===== src/rtl/femtorv_nmi_bridge_if.sv =====
`default_nettype none
// +--------------------------------------------------------------------------+
// | femtorv_nmi_bridge_if : nmi valid/ready request bus between bridge/slave |
// | Revision 1.0                                                             |
// +--------------------------------------------------------------------------+
interface femtorv_nmi_bridge_if;
  logic        valid;
  logic [31:0] addr;
  logic [31:0] wdata;
  logic [3:0]  wstrb;
  logic        ready;
  logic [31:0] rdata;

  modport master (output valid, addr, wdata, wstrb, input ready, rdata);
  modport slave  (input valid, addr, wdata, wstrb, output ready, rdata);
endinterface
`default_nettype wire


===== src/rtl/femtorv_nmi_bridge.sv =====
`default_nettype none
// +--------------------------------------------------------------------------+
// | femtorv_nmi_bridge : FemtoRV32 strobe/busy port to nmi valid/ready bus   |
// |                      with bus watchdog and sticky error capture          |
// | Revision 1.0                                                             |
// +--------------------------------------------------------------------------+
module femtorv_nmi_bridge #(
  parameter int unsigned TIMEOUT  = 1024,
  parameter logic [31:0] ERR_DATA = 32'hDEAD_BEEF
) (
  input  logic                        clk_i,
  input  logic                        rst_i,
  input  logic [31:0]                 core_addr_i,
  input  logic [31:0]                 core_wdata_i,
  input  logic [3:0]                  core_wmask_i,
  input  logic                        core_rstrb_i,
  output logic [31:0]                 core_rdata_o,
  output logic                        core_rbusy_o,
  output logic                        core_wbusy_o,
  femtorv_nmi_bridge_if.master        nmi,
  input  logic                        err_clr_i,
  output logic                        err_o,
  output logic [31:0]                 err_addr_o
);

  localparam int unsigned      CNT_W    = (TIMEOUT == 0) ? 1 : $clog2(TIMEOUT + 1);
  localparam logic [CNT_W-1:0] CNT_LAST = CNT_W'((TIMEOUT == 0) ? 0 : TIMEOUT - 1);
  localparam logic [CNT_W-1:0] CNT_MAX  = {CNT_W{1'b1}};
  localparam bit               WDOG_EN  = (TIMEOUT != 0);

  typedef enum logic [0:0] {
    S_IDLE = 1'b0,
    S_REQ  = 1'b1
  } state_t;

  state_t           state_q, state_d;
  logic [31:0]      addr_q, addr_d;
  logic [31:0]      wdata_q, wdata_d;
  logic [3:0]       wstrb_q, wstrb_d;
  logic             rbusy_q, rbusy_d;
  logic             wbusy_q, wbusy_d;
  logic [31:0]      rdata_q, rdata_d;
  logic [CNT_W-1:0] cnt_q, cnt_d;
  logic             err_q, err_d;
  logic [31:0]      eaddr_q, eaddr_d;

  logic             w_abort;
  logic             w_unused_addr_lsb;

  // The bus is word addressed; byte lanes are selected by the strobes.
  assign w_unused_addr_lsb = ^core_addr_i[1:0];
  assign w_abort           = WDOG_EN && (cnt_q == CNT_LAST);

  always_comb begin
    state_d = state_q;
    addr_d  = addr_q;
    wdata_d = wdata_q;
    wstrb_d = wstrb_q;
    rbusy_d = rbusy_q;
    wbusy_d = wbusy_q;
    rdata_d = rdata_q;
    cnt_d   = cnt_q;
    err_d   = err_q;
    eaddr_d = eaddr_q;

    if (err_clr_i) begin
      err_d = 1'b0;
    end

    if (state_q == S_IDLE) begin
      if (|core_wmask_i) begin
        addr_d  = {core_addr_i[31:2], 2'b00};
        wdata_d = core_wdata_i;
        wstrb_d = core_wmask_i;
        wbusy_d = 1'b1;
        cnt_d   = '0;
        state_d = S_REQ;
      end else if (core_rstrb_i) begin
        addr_d  = {core_addr_i[31:2], 2'b00};
        wstrb_d = 4'h0;
        rbusy_d = 1'b1;
        cnt_d   = '0;
        state_d = S_REQ;
      end
    end else begin
      // Ready takes precedence over the watchdog on the same cycle.
      if (nmi.ready) begin
        rbusy_d = 1'b0;
        wbusy_d = 1'b0;
        state_d = S_IDLE;
        if (rbusy_q) begin
          rdata_d = nmi.rdata;
        end
      end else if (w_abort) begin
        rbusy_d = 1'b0;
        wbusy_d = 1'b0;
        state_d = S_IDLE;
        if (rbusy_q) begin
          rdata_d = ERR_DATA;
        end
        // A clear arriving with a fresh timeout still reports the new address.
        if (!err_q || err_clr_i) begin
          eaddr_d = addr_q;
        end
        err_d = 1'b1;
      end else if (cnt_q != CNT_MAX) begin
        cnt_d = cnt_q + CNT_W'(1);
      end
    end
  end

  always_ff @(posedge clk_i) begin
    if (rst_i) begin
      state_q <= S_IDLE;
      addr_q  <= '0;
      wdata_q <= '0;
      wstrb_q <= '0;
      rbusy_q <= 1'b0;
      wbusy_q <= 1'b0;
      rdata_q <= '0;
      cnt_q   <= '0;
      err_q   <= 1'b0;
      eaddr_q <= '0;
    end else begin
      state_q <= state_d;
      addr_q  <= addr_d;
      wdata_q <= wdata_d;
      wstrb_q <= wstrb_d;
      rbusy_q <= rbusy_d;
      wbusy_q <= wbusy_d;
      rdata_q <= rdata_d;
      cnt_q   <= cnt_d;
      err_q   <= err_d;
      eaddr_q <= eaddr_d;
    end
  end

  assign nmi.valid    = (state_q == S_REQ);
  assign nmi.addr     = addr_q;
  assign nmi.wdata    = wdata_q;
  assign nmi.wstrb    = wstrb_q;
  assign core_rdata_o = rdata_q;
  assign core_rbusy_o = rbusy_q;
  assign core_wbusy_o = wbusy_q;
  assign err_o        = err_q;
  assign err_addr_o   = eaddr_q;

endmodule
`default_nettype wire


===== src/flat_wrapper.sv =====
// flat-port wrapper written by rule: the top's interface ports become plain ports
module femtorv_nmi_bridge_flat 
#(
  parameter int unsigned TIMEOUT  = 1024,
  parameter logic [31:0] ERR_DATA = 32'hDEAD_BEEF
)
  (clk_i, rst_i, core_addr_i, core_wdata_i, core_wmask_i, core_rstrb_i, core_rdata_o, core_rbusy_o, core_wbusy_o, err_clr_i, err_o, err_addr_o, nmi_valid, nmi_addr, nmi_wdata, nmi_wstrb, nmi_ready, nmi_rdata);
  femtorv_nmi_bridge_if nmi_i ();
  input  logic clk_i;
  input  logic rst_i;
  input  logic [31:0] core_addr_i;
  input  logic [31:0] core_wdata_i;
  input  logic [3:0] core_wmask_i;
  input  logic core_rstrb_i;
  output logic [31:0] core_rdata_o;
  output logic core_rbusy_o;
  output logic core_wbusy_o;
  input  logic err_clr_i;
  output logic err_o;
  output logic [31:0] err_addr_o;
  output wire logic [$bits(nmi_i.valid)-1:0] nmi_valid;
  output wire logic [$bits(nmi_i.addr)-1:0] nmi_addr;
  output wire logic [$bits(nmi_i.wdata)-1:0] nmi_wdata;
  output wire logic [$bits(nmi_i.wstrb)-1:0] nmi_wstrb;
  input wire logic [$bits(nmi_i.ready)-1:0] nmi_ready;
  input wire logic [$bits(nmi_i.rdata)-1:0] nmi_rdata;
  assign nmi_valid = nmi_i.valid;
  assign nmi_addr = nmi_i.addr;
  assign nmi_wdata = nmi_i.wdata;
  assign nmi_wstrb = nmi_i.wstrb;
  assign nmi_i.ready = nmi_ready;
  assign nmi_i.rdata = nmi_rdata;
  femtorv_nmi_bridge #(.TIMEOUT(TIMEOUT), .ERR_DATA(ERR_DATA)) u_core (.clk_i(clk_i), .rst_i(rst_i), .core_addr_i(core_addr_i), .core_wdata_i(core_wdata_i), .core_wmask_i(core_wmask_i), .core_rstrb_i(core_rstrb_i), .core_rdata_o(core_rdata_o), .core_rbusy_o(core_rbusy_o), .core_wbusy_o(core_wbusy_o), .nmi(nmi_i), .err_clr_i(err_clr_i), .err_o(err_o), .err_addr_o(err_addr_o));
endmodule

===== config.mk =====
export PLATFORM = sky130hd
export DESIGN_NAME = femtorv_nmi_bridge_flat
export DESIGN_NICKNAME = d
export VERILOG_FILES = /design/src/rtl/femtorv_nmi_bridge_if.sv /design/src/rtl/femtorv_nmi_bridge.sv /design/src/flat_wrapper.sv
export SDC_FILE = /design/constraint.sdc
export NUM_CORES = 1
export LEC_CHECK = 0
export ABC_AREA = 1
export BUFFER_PORTS_ARGS = -buffer_cell sky130_fd_sc_hd__buf_2
export CORE_MARGIN = 4
export CORE_UTILIZATION = 40
export DETAILED_ROUTE_END_ITERATION = 10
export HOLD_SLACK_MARGIN = 0.03
export PLACE_DENSITY = 0.8
export SYNTH_ARGS = -nofsm -noshare
export SYNTH_HDL_FRONTEND = slang
export SYNTH_SLANG_ARGS = --single-unit

===== constraint.sdc =====
create_clock -name clk_i -period 3.5 [get_ports clk_i]
set_clock_uncertainty 0.15 [all_clocks]
set_input_delay 0.7 -clock clk_i [delete_from_list [all_inputs] [get_ports clk_i]]
set_output_delay 0.7 -clock clk_i [all_outputs]
set_load 0.01 [all_outputs]

==> results by group, run 1 <==
Clock network
  – Clock tree buffer depth: 2
  – Postcts setup bufs: 0
  – CTS tree: done
  – Clk_lat worst skew: approximately 0.42 ns
  – Reg clk slew, reported paths: roughly 0.050 ns
  – Root buf cell: clkbuf_16
  – PostCTS Resize Cnt: 0
  – Cts bufs inserted: 17
  – CTS H-tree depth: 4
  – Hold bufs inserted after CTS: 0
  – Clk sinks: between 100 and 150

Die
  – Number of I/O pins: about 240
  – Die area: 16600 um2
  – Die height: 129 um
  – Initial core utilization: approximately two fifths
  – Core area: between 10000 and 15000 um2
  – Num rows: between 40 and 50
  – Die width: around 130 um

Global route
  – First-pass GRT wire length: around 25000 um
  – GRT Resource Usage Total: 18.5%
  – Largest net degree at the start of global routing: 105
  – Grt ovf: 0
  – Initial antenna violation count: 0
  – Number of global-route vias before repair: around 5200

STA
  – Minimum clock period: 2.29 ns
  – Tightest Pin Transition: about 0.93 ns
  – Maximum clock frequency: about 440 MHz
  – Setup TNS: 0 ns
  – Slew Viols, Final: 0
  – Slew headroom: 37.8%
  – Setup ws final: 1.21 ns
  – Tcrit/Tclk final: roughly two thirds
  – RSZ-0062 raised after global routing: no
  – Final hold violation count: 0
  – Final setup fails: 0

Final layout
  – Register area: 2860 um2
  – Commonest non-fill, non-tap cell in the layout: buf_2
  – Multi-input logic area: 2300 um2
  – Ant. Diodes: 0
  – Synthesis-to-layout area growth: 30.9%
  – Fraction of layout cells with a size suffix above 1: about 28%
  – Fin nets: ~1100
  – Fillers: 1359
  – Most frequent cells in the layout: buf_2, nand2_1, dfxtp_1, nor2_1, inv_1

Routing
  – WL final: around 16000 um
  – DR pass1 iterations: 4
  – Initial DRC Count: between 300 and 400
  – DR vias: ~5700
  – Antenna Nets Post-Route: 0
  – Drt drc: 0
  – WL/cell: around 13 um
  – Via/cell ratio: ~4.7

Setup path
  – Crit path cell chain: buf_4, buf_2
  – Startpoint Class: register
  – Required @ worst endpoint: between 2 and 3 ns
  – Worst Path Max Fanout: 37
  – CP max-delay cell: dfxtp_1
  – Top Family by Delay on Critical Path: buffers and inverters
  – Crit. End Element: output port
  – Critical path class: register to output port
  – Bufs and invs on worst path: 2
  – Worst EP arrival: about 1.4 ns
  – CP peak stage delay: roughly 0.4 ns

Placed design
  – Pre-CTS WS: approximately 1.0 ns
  – RePlAce Congestion: about 0.8
  – IO Port Bufs: between 200 and 250
  – HPWL after DPL: roughly 11000 um

Logic synthesis
  – Yosys warning total: 0
  – Area fraction in compound gates after synthesis: between 10% and 20%
  – Multiplexer share of the synthesized area: 0%
  – Post-synth cell types: 27
  – Area leader, netlist: dfxtp_1
  – Syn Area/Cell: between 7 and 8 um2
  – Synth Area in Simple Gates: ~27%
  – Synthesized-area fraction occupied by adder cells: less than 1%
  – Yosys reg bits: between 100 and 150
  – Most area-consuming cells after synthesis: dfxtp_1, nand2_1, a21oi_1
  – Seq/Total Area, Yosys: just under 50%
  – Largest family of logic cells by synthesized area: simple AND/OR/NAND/NOR gates
  – Synth Instances: just over 800
  – Synth top area share: about half
  – Post-Synth XOR/XNOR Area: 0%
  – Mapped Area: roughly 5800 um2

Power
  – PwrDens: between 500 and 600 nW/um2
  – Peak VDD IR: 337 uV
  – Leak Pwr: between 3 and 4 nW

Min path
  – Hold Crit Class: register to register

Run
  – # Max-Cap Violations: 0

Run status
  – Status: complete, no violations
-- kinds of logic after synthesis --
logic type                 Yosys count
and+or+nand+nor                    365
buffers and inverters              164
DFF                                143
AOI/OAI and AO/OA                  135
adders and majority gates            1
other                                1
-- final cells by class --
| cell class | instances | share of cell area (%) |
|---|---|---|
| Clock buffer | 22 | 5.80 |
| Clock inverter | 10 | 2.09 |
| Inverter | 107 | 5.25 |
| Multi-Input combinational cell | 505 | 30.0 |
| Sequential cell | 143 | 37.4 |
| Tap cell | 180 | 2.94 |
| Timing Repair Buffer | 243 | 16.5 |
-- tightest hold or removal path, cell delays in order, from the launching register on --
cell	delay [ns]
dfxtp_1	0.30
inv_1	0.04
a21oi_1	0.05
-- cell usage after synthesis, drive strengths merged --
master / instances
nor2: 107
o21ai: 35
clkbuf: 25
dfxtp: 143
a21oi: 98
buf: 32
a31oi: 2
nand4: 31
nand3: 47
inv: 107
conb: 1
ha: 1
nand2: 176
nand3b: 1
nor3b: 1
nor3: 2
-- sequential cells by signal, summed over array words and instances (netlist names) --
signal / cells
u_core.cnt_q: 11
u_core.core_rbusy_o: 1
u_core.core_rdata_o: 32
u_core.core_wbusy_o: 1
u_core.err_addr_o: 30
u_core.err_o: 1
u_core.nmi.addr: 30
u_core.nmi.valid: 1
u_core.nmi.wdata: 32
u_core.nmi.wstrb: 4
-- path summary, 6_finish.rpt --
path	start	to	slack, ns	cells after the start
worst max-delay path	u_core.nmi.valid	nmi_valid	1.21	2
worst min-delay path	u_core.core_rdata_o[0]	u_core.core_rdata_o[0]	0.29	2
worst max register to register	u_core.cnt_q[0]	u_core.err_addr_o[27]	1.33	9
worst min register to register	u_core.core_rdata_o[0]	u_core.core_rdata_o[0]	0.29	2
-- stage by stage --
step	instance area [um2]	instances	utilization [%]	hold slack, ns	power, W
2_1_floorplan	5860	812	-	0.275	0.00204
3_3_place_gp	7050	1178	50.0	0.280	0.00222
3_5_place_dp	7050	1178	50.0	0.282	0.00222
4_1_cts	7660	1210	54.3	0.291	0.00410
5_1_grt	7660	1210	54.3	0.307	0.00423
6_report	7660	1210	54.3	0.288	0.00405
-- routing by layer --
metal | part of all wire (%) | vias up | routed length [um] | GRT usage [%]
met5 | 0 | - | 0 | 0
met4 | 2.2 | 0 | 340 | 7.35
met3 | 7.9 | 25 | 1250 | 6.48
met2 | 48 | 187 | 7530 | 30.4
met1 | 42 | 2482 | 6660 | 22.1
li1 | - | 2957 | - | -
-- where the power goes --
part | switching [W] | internal [W]
Clock | 0.000667 | 0.00119
Combinational | 0.000276 | 0.000166
Sequential | 0.0000388 | 0.00171
Total | 0.000982 | 0.00306
Note: power is estimated with default switching activity, not from simulation.
==> run 2: changes to the inputs <==
clock period = 2.2 ns   (was 3.5 ns; I/O delays follow)
==> results by group, run 2 (synthesis gave the netlist of run 1 again) <==
Die
  – Die area: between 15000 and 20000 um2
  – Die height: 129 um
  – Num rows: 43
  – Die width: around 130 um
  – Initial core utilization: 41.5%
  – Number of I/O pins: about 240
  – Core area: approximately 14000 um2

STA
  – Setup TNS: 0 ns
  – Final setup fails: 0
  – Tcrit/Tclk final: 93.4%
  – Tightest Pin Transition: approximately 0.5 ns
  – Slew Viols, Final: 0
  – Minimum clock period: 2.06 ns
  – Slew headroom: 66.7%
  – RSZ-0062 raised after global routing: no
  – Setup ws final: about 0.14 ns
  – Maximum clock frequency: around 500 MHz
  – Hold WS: between 0.1 and 0.15 ns
  – Final hold violation count: 0

Clock network
  – CTS H-tree depth: 4
  – Clock tree buffer depth: 2
  – Cts bufs inserted: 17
  – Reg clk slew, reported paths: roughly 0.060 ns
  – Clk_lat worst skew: 0.41 ns
  – CTS tree: done
  – Clk sinks: 143
  – Root buf cell: clkbuf_16

Global route
  – Grt ovf: 0
  – Largest net degree at the start of global routing: roughly 110
  – Number of global-route vias before repair: 5314
  – First-pass GRT wire length: 25200 um
  – Initial antenna violation count: 0
  – GRT Resource Usage Total: 18.6%

Power
  – Peak VDD IR: just under 700 uV
  – Leak Pwr: between 3 and 4 nW
  – PwrDens: just under 900 nW/um2
  – Final Power: 0.00677 W

Setup path
  – Worst Path Max Fanout: 38
  – CP max-delay cell: buf_4
  – Reg-to-reg slack, setup: around 0.25 ns
  – Crit. End Element: output port
  – Top Family by Delay on Critical Path: buffers and inverters
  – Bufs and invs on worst path: 2
  – Startpoint Class: register
  – Worst EP arrival: ~1.5 ns
  – CP peak stage delay: 0.42 ns
  – Critical path class: register to output port
  – Crit path cell chain: buf_4, buf_2
  – Required @ worst endpoint: 1.61 ns

Routing
  – DR pass1 iterations: 5
  – Initial DRC Count: 301
  – DR vias: ~5800
  – Antenna Nets Post-Route: 0
  – WL/cell: around 13 um
  – Via/cell ratio: approximately 4.8
  – WL final: 16100 um
  – Drt drc: 0

Final layout
  – Synthesis-to-layout area growth: 32.8%
  – Fin nets: around 1100
  – Ant. Diodes: 0
  – Commonest non-fill, non-tap cell in the layout: buf_2
  – Fraction of layout cells with a size suffix above 1: 28.1%
  – Most frequent cells in the layout: buf_2, nand2_1, dfxtp_1, nor2_1, inv_1

Run
  – # Max-Cap Violations: 0

Min path
  – Hold Crit Class: input pin to register

Placed design
  – RePlAce Congestion: 0.821
  – Pre-CTS WS: about 0.22 ns
  – IO Port Bufs: approximately 230
  – HPWL after DPL: 11000 um

Run status
  – Status: complete, no violations
[run 2: cell count changes in the layout (fill, tap and decap cells not counted), sizes merged]
cell / previous run / this run
clkinv: 4 / 1
bufinv: 4 / 6
nand3: 47 / 48
buf: 243 / 245
clkbuf: 22 / 23
[run 2: per-layer routing]
metal  up-vias  share of wire (%)  GRT usage [%]
li1       2963                  -              -
met5         -                  0              0
met3        37                8.1           5.77
met2       208                 47           30.3
met4         0                3.0           8.71
met1      2556                 42           22.5
[run 2: tightest hold or removal path, cell delays in order]
cell and delay [ns]:
buf_2 0.09, nor2_1 0.04, nor2_1 0.09
[run 2: path summary, 6_finish.rpt]
kind,end,depth (start not counted),from
setup reg to reg,u_core.core_rdata_o[2],7,u_core.cnt_q[1]
hold reg to reg,u_core.core_rdata_o[7],2,u_core.core_rdata_o[7]
hold / removal,u_core.nmi.wstrb[3],3,core_wmask_i[3]
setup / recovery,nmi_valid,2,u_core.nmi.valid
[run 2: cell type report]
type | instances | area [um2]
clock buffers | 23 | 478
repair buffers | 245 | 1290
flip-flops and latches | 143 | 2860
well taps | 180 | 225
inverters | 107 | 402
clock inverters | 9 | 201
fillers | 1364 | 6330
multi-input cells | 506 | 2310
[run 2: per-stage QoR]
step	std cells	utilization [%]	area (um2)
3_3_place_gp	1180	50.2	7080
5_1_grt	1213	55.1	7770
6_report	1213	55.1	7770
2_1_floorplan	812	-	5860
4_1_cts	1212	55.0	7760
3_5_place_dp	1180	50.2	7080
[run 2: what timing repair did]
item,in CTS,in global routing
endpoints found under the setup margin,0,4
resized for setup,0,0
hold buffers,0,0
buffers inserted,0,0
[run 2: where the power goes]
part,internal (W),total [W],leakage (nW),switching (W)
sequential,0.00271,0.00278,1.17,0.0000639
combinational,0.000273,0.000716,2.30,0.000443
clock,0.00222,0.00328,0.328,0.00106
total,0.00521,0.00677,3.80,0.00157
